===== src/rtl/pu_stream_ctrl.sv =====
// Job sequencer for one 8-lane MAC PU: issues K paired buffer reads, steers the
// PU valid/accumulate/done strobes through the read and MAC latencies, then holds the result handshake.
module pu_stream_ctrl #(
  parameter int ADDR_WIDTH = 8,
  parameter int RD_LAT     = 1,
  parameter int MAC_LAT    = 2
) (
  input  logic                  clk_i,
  input  logic                  rst_i,
  input  logic                  start_i,
  input  logic [ADDR_WIDTH-1:0] k_len_i,
  input  logic [ADDR_WIDTH-1:0] x_base_i,
  input  logic [ADDR_WIDTH-1:0] w_base_i,
  output logic                  busy_o,
  output logic                  done_o,
  output logic                  x_ren_o,
  output logic [ADDR_WIDTH-1:0] x_addr_o,
  output logic                  w_ren_o,
  output logic [ADDR_WIDTH-1:0] w_addr_o,
  output logic                  pu_en_o,
  output logic                  pu_acc_clr_o,
  output logic                  pu_valid_o,
  output logic                  pu_acc_o,
  output logic                  pu_done_o,
  output logic                  out_valid_o,
  input  logic                  out_ready_i
);
  localparam int L  = RD_LAT + MAC_LAT;
  localparam int DW = $clog2(L) + 1;

  typedef enum logic [2:0] {IDLE, FETCH, DRAIN, LATCH, OUT} state_t;

  state_t                state;
  logic [ADDR_WIDTH-1:0] cnt;
  logic [DW-1:0]         dcnt;
  logic [L-1:0]          vld_pipe;

  // One delay line carries read enables: tap RD_LAT gives data-present, tap L gives accumulate.
  assign pu_valid_o = vld_pipe[RD_LAT-1];
  assign pu_acc_o   = vld_pipe[L-1];

  always_ff @(posedge clk_i) begin
    if (rst_i) begin
      state        <= IDLE;
      cnt          <= '0;
      dcnt         <= '0;
      vld_pipe     <= '0;
      busy_o       <= 1'b0;
      done_o       <= 1'b0;
      x_ren_o      <= 1'b0;
      w_ren_o      <= 1'b0;
      x_addr_o     <= '0;
      w_addr_o     <= '0;
      pu_en_o      <= 1'b0;
      pu_acc_clr_o <= 1'b0;
      pu_done_o    <= 1'b0;
      out_valid_o  <= 1'b0;
    end else begin
      done_o       <= 1'b0;
      pu_acc_clr_o <= 1'b0;
      pu_done_o    <= 1'b0;
      vld_pipe     <= {vld_pipe[L-2:0], x_ren_o};
      case (state)
        IDLE: begin
          busy_o <= 1'b0;
          if (start_i) begin
            if (k_len_i != '0) begin
              state        <= FETCH;
              busy_o       <= 1'b1;
              pu_en_o      <= 1'b1;
              pu_acc_clr_o <= 1'b1;
              x_ren_o      <= 1'b1;
              w_ren_o      <= 1'b1;
              x_addr_o     <= x_base_i;
              w_addr_o     <= w_base_i;
              cnt          <= k_len_i - ADDR_WIDTH'(1);
            end else begin
              done_o <= 1'b1;
            end
          end
        end
        FETCH: begin
          if (cnt == '0) begin
            x_ren_o <= 1'b0;
            w_ren_o <= 1'b0;
            dcnt    <= DW'(L - 1);
            state   <= DRAIN;
          end else begin
            x_addr_o <= x_addr_o + 1'b1;
            w_addr_o <= w_addr_o + 1'b1;
            cnt      <= cnt - 1'b1;
          end
        end
        DRAIN: begin
          if (dcnt == '0) begin
            pu_done_o <= 1'b1;
            state     <= LATCH;
          end else begin
            dcnt <= dcnt - 1'b1;
          end
        end
        LATCH: begin
          pu_en_o     <= 1'b0;
          out_valid_o <= 1'b1;
          state       <= OUT;
        end
        OUT: begin
          // busy_o stays high through the done_o cycle; IDLE clears it next edge.
          if (out_ready_i) begin
            out_valid_o <= 1'b0;
            done_o      <= 1'b1;
            state       <= IDLE;
          end
        end
        default: state <= IDLE;
      endcase
    end
  end
endmodule

===== config.mk =====
export PLATFORM = sky130hd
export DESIGN_NAME = pu_stream_ctrl
export DESIGN_NICKNAME = d
export VERILOG_FILES = /design/src/rtl/pu_stream_ctrl.sv
export SDC_FILE = /design/constraint.sdc
export NUM_CORES = 1
export LEC_CHECK = 0
export ABC_CLOCK_PERIOD_IN_PS = 3280
export BUFFER_PORTS_ARGS = -buffer_cell sky130_fd_sc_hd__clkbuf_2
export CAP_MARGIN = 20
export CELL_PAD_IN_SITES_DETAIL_PLACEMENT = 0
export CELL_PAD_IN_SITES_GLOBAL_PLACEMENT = 2
export CORE_ASPECT_RATIO = 2
export CORE_MARGIN = 5
export CORE_UTILIZATION = 32
export DETAILED_ROUTE_END_ITERATION = 16
export PLACE_DENSITY = 0.82
export REMOVE_ABC_BUFFERS = 1
export SYNTH_ARGS = -nofsm -noshare
export SYNTH_HDL_FRONTEND = slang
export SYNTH_SLANG_ARGS = --single-unit

===== constraint.sdc =====
create_clock -name clk_i -period 3.28 [get_ports clk_i]
set_input_delay 0.328 -clock clk_i [delete_from_list [all_inputs] [get_ports clk_i]]
set_output_delay 0.328 -clock clk_i [all_outputs]
set_load 0.01 [all_outputs]

==> results.sh <==
export IMPL_outcome="finished clean"
export IMPL_drive_gt1_share_pct=31.25
export IMPL_final_common_cell="clkbuf_2"
export IMPL_cpPeakStageDelay_ns=0.55
export IMPL_cp_max_fo=13
export IMPL_r2r_start="state[0]"
export IMPL_avgSynthCellArea_sq_um=8.329
export IMPL_syn_cell_area_sq_mm=0.002449
export IMPL_final_cell_mix="clkbuf_2, dfxtp_1, nand2_1"
export IMPL_irDropWorstVdd_mv=0.4859
export IMPL_highest_layer="met4"
export IMPL_ys_seq_area_share_pct=32.70
export IMPL_die_x_um=71.86
export IMPL_htreeDepth=2
export IMPL_relSlewSlack_pct=55.15
export IMPL_gp_congestion=0.8423
export IMPL_antenna_found_initial=0
export IMPL_power_density_mw_per_mm2=959.9
export IMPL_grtUsageTotal_pct=15.14
export IMPL_dieArea_sq_mm=0.009608
export IMPL_crit_chain="or3b_1, mux2i_1, ha_1, a21oi_1, or4_1, o21ai_2"
export IMPL_synth_adder_area_share_pct=2.555
export IMPL_dp_hpwl_mm=5.137
export IMPL_cp_start_kind="flip-flop"
export IMPL_wl_met3_um=232
export IMPL_drt_pass1_iterations=4
export IMPL_grt_pass1_wl_mm=11.43
export IMPL_tns_ns=0
export IMPL_met1_length_mm=2.542
export IMPL_synth_edf_count=0
export IMPL_worst_slew_pin_slew_ns=0.6727
export IMPL_start_util_pct=32.45
export IMPL_fin_nets=368
export IMPL_vias=2348
export IMPL_initialDrtViolationCount=89
export IMPL_row_count=45
export IMPL_hp_class="input port to flip-flop"
export IMPL_cts_buffers=5
export IMPL_yosys_mux_area_fraction_pct=0.8176
export IMPL_postCtsSetupBuffers=0
export IMPL_ys_async_sr_fraction_pct=0
export IMPL_clock_path_buffers=2
export IMPL_antennaDiodeCount=0
export IMPL_cp_slowest_cell="dfxtp_1"
export IMPL_cts_tree="done"
export IMPL_fin_util_pct=38.24
export IMPL_setup_viol=0
export IMPL_min_period_ns=2.442
export IMPL_clk_latency_ns=0.28
export IMPL_syn_inst=294
export IMPL_crit_type="flip-flop to flip-flop"
export IMPL_post_cts_resized=0
export IMPL_syn2layout_area_growth_pct=17.83
export IMPL_met2_length_mm=3.874
export IMPL_skew_ns=0.002549
export IMPL_synth_top_cell_by_area="dfxtp_1"
export IMPL_power_leakage_uw=0.001132
export IMPL_dieHeight_um=133.7
export IMPL_hold_buffers=0
export IMPL_worstHoldStart="x_base_i[1]"
export IMPL_synth_top_family_by_area="compound AO/OA/AOI/OAI gates"
export IMPL_cts_root_buf="clkbuf_16"
export IMPL_synth_compound_area_share_pct=30.81
export IMPL_grt_pass1_vias=2326
export IMPL_drcViolationCount=0
export IMPL_finalHoldViolations=0
export IMPL_yosys_top_cells_area="dfxtp_1, nand2_1, o21ai_2, a21oi_1, a21oi_2"
export IMPL_io_buffers=53
export IMPL_boundaryPins=54
export IMPL_grt_overflow=0
export IMPL_synthSimpleGateAreaFrac_pct=26.26
export IMPL_crit_path_end_kind="flip-flop"
export IMPL_grt_max_degree=44
export IMPL_ant_nets=0
export IMPL_worst_endpoint_arrival_ns=2.66
export IMPL_maxCapViolations=0
export IMPL_clk_pin_slew_ns=0.06
export IMPL_core_sq_mm=0.007545
export IMPL_synth_main_ff_cell="dfxtp_1"
export IMPL_crit_required_ns=3.50
export IMPL_ys_ff_latch=40
export IMPL_fmax_ghz=0.4095
export IMPL_synth_xor_area_share_pct=0.3577
export IMPL_wire_per_inst_um=16.12
export IMPL_drt_total_wl_mm=6.930
export IMPL_rsz0062_at_grt="no"
export IMPL_yosysTopAreaCellShare_pct=32.70
export IMPL_yosysWarnings=0
export IMPL_post_synth_num_cell_types=57
export IMPL_period_share_pct=74.45
export IMPL_drv_slew=0
export IMPL_viasPerCell=5.460
export IMPL_cp_startpoint="state[0]"
export IMPL_cts_sinks=40
==> cells by family (layout without fill, tap and decap cells) <==
group                      Yosys count  in the layout
and+or+nand+nor                    118            118
AOI/OAI and AO/OA                  101            101
DFF                                 40             40
buffers and inverters               27             69
adders and majority gates            5              5
muxes                                2              2
xor gates and xnor gates             1              1
==> layer usage <==
layer	vias up	global-route usage, %
met5	-	0
li1	1173	-
met3	17	2.417
met4	0	8.368
met1	1110	15.32
met2	48	28.28
==> area by class of cell <==
type | count | area (sq um)
clock buffer | 6 | 128.9
clock inverter | 2 | 35.03
fill | 854 | 4659
inverter | 3 | 11.26
multi-input combinational | 227 | 1489
sequential | 40 | 800.8
tap | 94 | 117.6
timing repair buffer | 58 | 302.8
==> cell usage after synthesis, drive strengths merged (2+ instances only) <==
library cell	count
or4	7
buf	10
a21oi	34
nor4	3
nand3b	2
o21bai	2
o211ai	2
o21ai	23
nor4b	2
a31oi	7
nor3b	8
or2	3
a311oi	3
nor2	23
or3b	2
nor2b	7
ha	5
o41ai	4
dfxtp	40
clkbuf	14
a2bb2oi	3
nor3	5
mux2i	2
or3	4
nand3	7
o22ai	4
nand2b	2
inv	3
nand2	35
o31ai	6
and3	8
o21a	3
a211oi	4
==> state kept, by name (all words and copies together), names as in the netlist, 3 cells and up <==
name      count
x_addr_o      8
cnt           8
w_addr_o      8
dcnt          3
state         3
vld_pipe      3
==> path summary, 6_finish.rpt <==
path / endpoint / slack, ns / depth (start not counted)
max: cnt[4] / 0.84 / 6
min: x_addr_o[1] / 0.32 / 3
max reg2reg: cnt[4] / 0.84 / 6
min reg2reg: vld_pipe[2] / 0.44 / 1
==> critical path, delay by kind of cell, from the launching register on <==
kind	cells	cell delay, ns
AND/OR/NAND/NOR	2	1.06
adder cells (fa/ha/maj)	1	0.40
multiplexers	1	0.24
AO/OA/AOI/OAI	2	0.13
flip-flops	1	0.55
==> metrics by stage <==
stage                     power, uW  instance area (sq um)  setup slack (ns)  instances  hold WS (ns)
after floorplan                1776                   2301            0.5318        270        0.3904
after global placement         2230                   2721            0.7980        422        0.4214
after detailed placement       2238                   2721            0.7713        422        0.4292
after CTS                      2807                   2885            0.8260        430        0.3203
after global routing           2998                   2885            0.6337        430        0.3281
final                          2770                   2885            0.8379        430        0.3204
==> power by group <==
part / switching [uW] / internal (uW)
clock: 196 / 358
sequential: 213 / 645
combinational: 832 / 525
No activity file was read; power rests on OpenSTA's default activity.
